### src/rtl/ahb_decode_ctrl.sv
// AHB address decoder, data-phase slave index register, default slave (two-cycle ERROR)
// and system HREADY/HRESP merge with a saturating default-slave error counter.
module ahb_decode_ctrl #(
  parameter int                    ADDR_WIDTH = 32,
  parameter logic [ADDR_WIDTH-1:0] S1_BASE    = 32'h0000_0000,
  parameter logic [ADDR_WIDTH-1:0] S1_MASK    = 32'hF000_0000,
  parameter logic [ADDR_WIDTH-1:0] S2_BASE    = 32'h1000_0000,
  parameter logic [ADDR_WIDTH-1:0] S2_MASK    = 32'hF000_0000,
  parameter logic [ADDR_WIDTH-1:0] S3_BASE    = 32'h2000_0000,
  parameter logic [ADDR_WIDTH-1:0] S3_MASK    = 32'hF000_0000,
  parameter logic [ADDR_WIDTH-1:0] S4_BASE    = 32'h3000_0000,
  parameter logic [ADDR_WIDTH-1:0] S4_MASK    = 32'hF000_0000,
  parameter int                    CNT_WIDTH  = 8
) (
  input  logic                  hclk,
  input  logic                  hreset,
  input  logic [ADDR_WIDTH-1:0] haddr,
  input  logic [1:0]            htrans,
  input  logic                  mux_hreadyout,
  input  logic                  mux_hresp,
  output logic                  hsel_1,
  output logic                  hsel_2,
  output logic                  hsel_3,
  output logic                  hsel_4,
  output logic [1:0]            sel,
  output logic                  hready,
  output logic                  hresp,
  output logic                  def_active,
  output logic [CNT_WIDTH-1:0]  err_count
);

  typedef enum logic [1:0] {
    ST_IDLE = 2'd0,
    ST_ERR1 = 2'd1,
    ST_ERR2 = 2'd2
  } state_t;

  localparam logic [CNT_WIDTH-1:0] CNT_ONE = {{(CNT_WIDTH-1){1'b0}}, 1'b1};
  localparam logic [CNT_WIDTH-1:0] CNT_MAX = {CNT_WIDTH{1'b1}};

  logic [3:0]           hit_s;
  logic [1:0]           enc_s;
  logic                 unmapped_s;
  logic                 err_start_s;
  logic                 fsm_ready_s;
  logic                 fsm_resp_s;
  logic [1:0]           sel_r;
  logic                 def_active_r;
  logic [CNT_WIDTH-1:0] err_count_r;
  state_t               state_r;
  state_t               next_state_s;

  // Address decode with fixed priority 1>2>3>4 on overlapping regions
  always_comb begin
    hit_s[0] = ((haddr & S1_MASK) == S1_BASE);
    hit_s[1] = ((haddr & S2_MASK) == S2_BASE);
    hit_s[2] = ((haddr & S3_MASK) == S3_BASE);
    hit_s[3] = ((haddr & S4_MASK) == S4_BASE);
    hsel_1   = hit_s[0];
    hsel_2   = hit_s[1] & ~hit_s[0];
    hsel_3   = hit_s[2] & ~hit_s[1] & ~hit_s[0];
    hsel_4   = hit_s[3] & ~hit_s[2] & ~hit_s[1] & ~hit_s[0];
    unmapped_s = ~(|hit_s);
    if (hit_s[0]) begin
      enc_s = 2'd0;
    end else if (hit_s[1]) begin
      enc_s = 2'd1;
    end else if (hit_s[2]) begin
      enc_s = 2'd2;
    end else if (hit_s[3]) begin
      enc_s = 2'd3;
    end else begin
      enc_s = 2'd0;
    end
  end

  // Data-phase owner register, advances only when the bus is ready
  always_ff @(posedge hclk or posedge hreset) begin
    if (hreset) begin
      sel_r        <= 2'd0;
      def_active_r <= 1'b0;
    end else if (hready) begin
      sel_r        <= enc_s;
      def_active_r <= unmapped_s;
    end
  end

  // Default-slave state register
  always_ff @(posedge hclk or posedge hreset) begin
    if (hreset) begin
      state_r <= ST_IDLE;
    end else begin
      state_r <= next_state_s;
    end
  end

  // Default-slave next state; ERR2 is ready so it can accept another error back-to-back
  always_comb begin
    err_start_s  = hready & htrans[1] & unmapped_s;
    next_state_s = state_r;
    case (state_r)
      ST_IDLE: begin
        if (err_start_s) begin
          next_state_s = ST_ERR1;
        end else begin
          next_state_s = ST_IDLE;
        end
      end
      ST_ERR1: next_state_s = ST_ERR2;
      ST_ERR2: begin
        if (err_start_s) begin
          next_state_s = ST_ERR1;
        end else begin
          next_state_s = ST_IDLE;
        end
      end
      default: next_state_s = ST_IDLE;
    endcase
  end

  // Default-slave response per state
  always_comb begin
    fsm_ready_s = 1'b1;
    fsm_resp_s  = 1'b0;
    case (state_r)
      ST_IDLE: begin
        fsm_ready_s = 1'b1;
        fsm_resp_s  = 1'b0;
      end
      ST_ERR1: begin
        fsm_ready_s = 1'b0;
        fsm_resp_s  = 1'b1;
      end
      ST_ERR2: begin
        fsm_ready_s = 1'b1;
        fsm_resp_s  = 1'b1;
      end
      default: begin
        fsm_ready_s = 1'b1;
        fsm_resp_s  = 1'b0;
      end
    endcase
  end

  // Saturating count of completed default-slave ERROR responses
  always_ff @(posedge hclk or posedge hreset) begin
    if (hreset) begin
      err_count_r <= {CNT_WIDTH{1'b0}};
    end else if ((state_r == ST_ERR1) && (err_count_r != CNT_MAX)) begin
      err_count_r <= err_count_r + CNT_ONE;
    end
  end

  // System response merge; reset forces a ready OKAY bus
  always_comb begin
    if (hreset) begin
      hready = 1'b1;
      hresp  = 1'b0;
    end else if (def_active_r) begin
      hready = fsm_ready_s;
      hresp  = fsm_resp_s;
    end else begin
      hready = mux_hreadyout;
      hresp  = mux_hresp;
    end
  end

  assign sel        = sel_r;
  assign def_active = def_active_r;
  assign err_count  = err_count_r;

endmodule
### config.mk
export PLATFORM = sky130hd
export DESIGN_NAME = ahb_decode_ctrl
export DESIGN_NICKNAME = d
export VERILOG_FILES = /design/src/rtl/ahb_decode_ctrl.sv
export SDC_FILE = /design/constraint.sdc
export NUM_CORES = 1
export LEC_CHECK = 0
export CORE_MARGIN = 8
export CORE_UTILIZATION = 30
export DETAILED_ROUTE_END_ITERATION = 10
export PLACE_DENSITY_LB_ADDON = 0.12
export SYNTH_ARGS = -nofsm -noshare
export SYNTH_HDL_FRONTEND = slang
export SYNTH_SLANG_ARGS = --single-unit
### constraint.sdc
create_clock -name hclk -period 1.4 [get_ports hclk]
set_input_delay 0.35 -clock hclk [delete_from_list [all_inputs] [get_ports hclk]]
set_output_delay 0.35 -clock hclk [all_outputs]
set_load 0.01 [all_outputs]
Word-level counts from Yosys, hierarchy flattened

Cells that the tools add are included.
W data, S select, Z words.

Memory bits (read-only): 0
Memories kept: 0
Bits in registers: 13
Memory bits (writable): 0
Output and inout bits: 17
Latch bits: 0
Input bits: 38

$lt $le $gt $ge: 0
Shifts and indexed selects: 0
Reductions and logical operators: 6
Bitwise logic cells: 12
Div/mod/pow operators: 0
Equal/unequal tests: 6
Mux-type cells: 12
Multiply operators: 0
Add/subtract/negate cells: 1

Operators by type and width:

| kind                  | count |
|---|---|
| $logic_not A32 Y1     | 1 |
| $add A8 B1 Y8 const B | 1 |
| $and A1 B1 Y1         | 8 |
| $eq A4 B2 Y1 const B  | 2 |
| $mux W2               | 4 |
| $ne A8 B8 Y1 const B  | 1 |
| $mux W1               | 7 |
| $eq A4 B1 Y1 const B  | 1 |
| $not A1 Y1            | 4 |
| $pmux W2 S2           | 1 |
| $reduce_or A2 Y1      | 2 |
| $reduce_or A4 Y1      | 1 |
| $eq A2 B1 Y1 const B  | 1 |
| $eq A2 B2 Y1 const B  | 1 |
| $logic_not A2 Y1      | 1 |
| $logic_and A1 B1 Y1   | 1 |

Logic depth before layout (Yosys ltp)

Depth after elaboration: 8
Depth in mapped cells: 5

Worst setup path before layout

No wires, ideal clock.

Kind: flip-flop to output port
Start point: register state_r[1]
End point: output hready
Data required time: 1.050 ns
Data arrival time: 1.171 ns
Cell stages (with the launch flop): 6
Path slack: -0.121 ns
Buffers on the path: 0
Cells stage by stage: dfrtp_1 -> inv_1 -> ha_1 -> inv_2 -> a211oi_4 -> inv_1

Longest elaborated chain between the ends: 4

Ends and longest elaborated chain:

| element                | line | RTL |
|---|---|---|
| start, declared        | 50   | `state_t state_r;` |
| start signal, assigned | 93   | `state_r <= next_state_s;` |
| $eq A2 B1 Y1           | 125  | `case (state_r)` |
| $mux W1                | 125  |  |
| $mux W1                | 159  | `end else if (def_active_r) begin` |
| $mux W1                | 156  | `if (hreset) begin` |
| end, declared          | 26   | `output logic hready,` |

Every way passes these cells.

Worst setup path in the final report

Start point: register state_r[1]
End point: output hresp

Longest elaborated chain between the ends: 5
Elaborated cells on any way between the ends: 6
Those cells by class: eq/ne (2); mux (3); reduce/logical (1)

Ends and longest elaborated chain:

| element                                             | line | RTL |
|---|---|---|
| $eq A2 B1 Y1 / $eq A2 B2 Y1 (equally long branches) | 125  |  |
| $reduce_or A2 Y1 (no source line) *                 | --   |  |
| $mux W1 *                                           | 125  |  |
| $mux W1 *                                           | 159  |  |
| $mux W1 *                                           | 156  |  |
| end, declared                                       | 27   | `output logic hresp,` |

Mark *: on every way between the ends. The rest lies on a longest branch, timed or not.

==> run metrics <==
status finished with violations; failing checks negative setup slack; later-pin clock latency in the skew report 280 ps; Clock Sinks 13; unrepaired setup endpoints after global routing yes; Synth top area share 0.4429; sequential element share of the synthesized area 0.4429; CP top delay family flip-flops; slowest stage delay, CP ~400 ps; placer's final routability congestion estimate slightly below 0.8; Layout Nets around 170; Mean Syn Cell Area between 10 and 15 sq um; first-pass GRT wire length between 3 and 4 mm; clock buffer depth 2; Syn-to-layout area delta 81.26%; Tot GR Track Use 0.09579; ant diodes 0; I/O pin total 55; Slew @ Worst Pin about 220 ps; final core utilization 0.5577; vias post-DR between 700 and 800; Synthesis Warnings 0; filler instances 226; fmax between 500 and 600 MHz; Placed Area roughly 0.0012 sq mm; number of buffers and inverters on the critical path 3; Mapped Area roughly 730 sq um; Initial Util 0.3077; Final period util 1.222; htree depth 1; total iterations of the first detailed-routing run 4; vias in the first global route 730; Final Hold Vio Count 0; CP Class reg2out; core box area 0.002387 sq mm; max_slew headroom 0.8509; full die area between 0.004 and 0.005 sq mm; die height approximately 65 um; Max Slew Vio Count 0; Max Cap Violations 0; final setup vio count 4; Synth Register Bits 13; Async SR Flop Fraction 1.000; Vias/cell around 4.6; worst clock skew approximately 0.84 ps; Yosys cell types 29; Remaining Overflow, GRT 0; EDFF count, synth 0; share of post-route cells with drive strength above 1 0.5156; Routed WL per cell 12.11 um; CTS buffer count 3; post-route ant nets 0; CP max FO 2; most numerous cell in the Yosys netlist dfrtp_1; CTS root buf clkbuf_4; crit path DAT ~1400 ps; Final Non-Filler Cells ~160; Critical Path Slowest Stage Cell dfrtp_1; initial DRC count 16; Port Buffers 25; Setup WS post-layout -311.3 ps; WL final about 1.9 mm; peak supply drop ~0.94 mV; Final Instance Area around 0.0013 sq mm; Critical Path Start Type flop; post-route minimum period roughly 1700 ps; Pwr Total roughly 1.6 mW; Leak roughly 0.65 nW; syn nets between 100 and 150; initial antenna violation count 0; TritonCTS clock tree done; num rows 18; Hold Crit Class reg2reg; die width 65.48 um; Main synth FF type dfrtp_1; largest net degree at the start of global routing 14; Reg clk slew, reported paths 80 ps; Post-Synthesis Cells 69; DRC Markers 0; pwr dens roughly 1200 mW/mm^2; Yosys top cell by area dfrtp_1; worst path required time about 1100 ps; worst slack, placed -763.9 ps; crit-path cells inv_2, buf_6, ha_4, mux2i_1, nor2_1, buf_2; Worst setup EP type output port; synth top area cells dfrtp_1, ha_1, xnor2_1, mux2_1, a211oi_4; synth cell count leaders dfrtp_1, ha_1, inv_1, a21oi_1; placed insts 141
==> placed cells by master (no fill, tap or decap), drive strengths merged, types with 2 or more instances in the layout <==
cell type | synthesis | routed
o21ai | 4 | 4
clkbuf | 0 | 6
buf | 0 | 38
and4 | 2 | 2
mux2i | 2 | 2
ha | 6 | 6
mux2 | 3 | 3
nand2 | 3 | 3
xnor2 | 3 | 3
and3 | 2 | 2
dfrtp | 13 | 13
nand4 | 2 | 2
clkdlybuf4s15 | 0 | 3
nor2 | 3 | 3
a21oi | 4 | 4
dlygate4sd2 | 0 | 8
inv | 6 | 6
nand3 | 2 | 2
and2 | 2 | 2
nor2b | 3 | 3
clkdlybuf4s50 | 0 | 4
==> path summary, 6_finish.rpt <==
kind                                       from                  endpoint  slack, ps  cells past startpoint
setup / recovery           state_r[1]$_DFF_PP0_                     hresp       -310                      6
hold / removal               sel[1]$_DFFE_PP0P_        sel[1]$_DFFE_PP0P_        510                      1
setup reg to reg           state_r[0]$_DFF_PP0_  err_count[6]$_DFFE_PP0P_        -90                      6
hold reg to reg              sel[1]$_DFFE_PP0P_        sel[1]$_DFFE_PP0P_        510                      1
max in group asynchronous                hreset  err_count[0]$_DFFE_PP0P_        610                      4
min in group asynchronous                hreset    def_active$_DFFE_PP0P_        620                      4
==> sequential cells by signal (all words and copies together), names as in the netlist <==
signal	count
sel	2
err_count	8
def_active	1
state_r	2
==> layer usage <==
layer / track usage / vias to the layer above / routed length, um
li1: - / 363 / -
met1: 0.1008 / 352 / 746
met2: 0.1636 / 13 / 1031
met3: 0.04592 / 2 / 117
met4: 0.03270 / 0 / 18
met5: 0 / - / 0
==> stage by stage <==
step | hold WS [ps] | TNS, ps
after floorplan | 227.0 | 0
after global placement | 501.0 | -4460
after detailed placement | 503.1 | -4617
after CTS | 518.4 | -851.9
after global routing | 541.0 | -1159
final | 509.8 | -744.7
==> report_power, final <==
| part | switching (mW) | internal, mW | total (mW) |
|---|---|---|---|
| Clock | 0.130 | 0.111 | 0.241 |
| Sequential | 0.0924 | 0.472 | 0.564 |
| Combinational | 0.318 | 0.460 | 0.778 |
==> what timing repair did <==
item | 4_1_cts | 5_1_grt
buffers inserted | 9 | 5
resized for setup | 61 | 16
pin swaps | 7 | 5
hold buffers | 0 | 0
endpoints found under the setup margin | 22 | 12
==> cell families (layout without fill, tap and decap cells) <==
logic type,Yosys count,after routing,share of synthesized area
AOI/OAI and AO/OA,12,12,0.1159
xor gates and xnor gates,4,4,0.04771
adders and majority gates,6,6,0.1022
buffers and inverters,6,65,0.03066
DFF,13,13,0.4429
muxes,5,5,0.07836
and+or+nand+nor,23,23,0.1823
==> area by class of cell <==
cell class | instances | area [sq um] | area share
multi-input combinational | 50 | 466.7 | 0.3506
inverter | 6 | 25.02 | 0.01880
timing repair buffer | 55 | 445.4 | 0.3346
sequential | 13 | 330.3 | 0.2481
clock buffer | 4 | 26.28 | 0.01974
tap | 30 | 37.54 | 0.02820
Power figures use the tool's default switching activity.
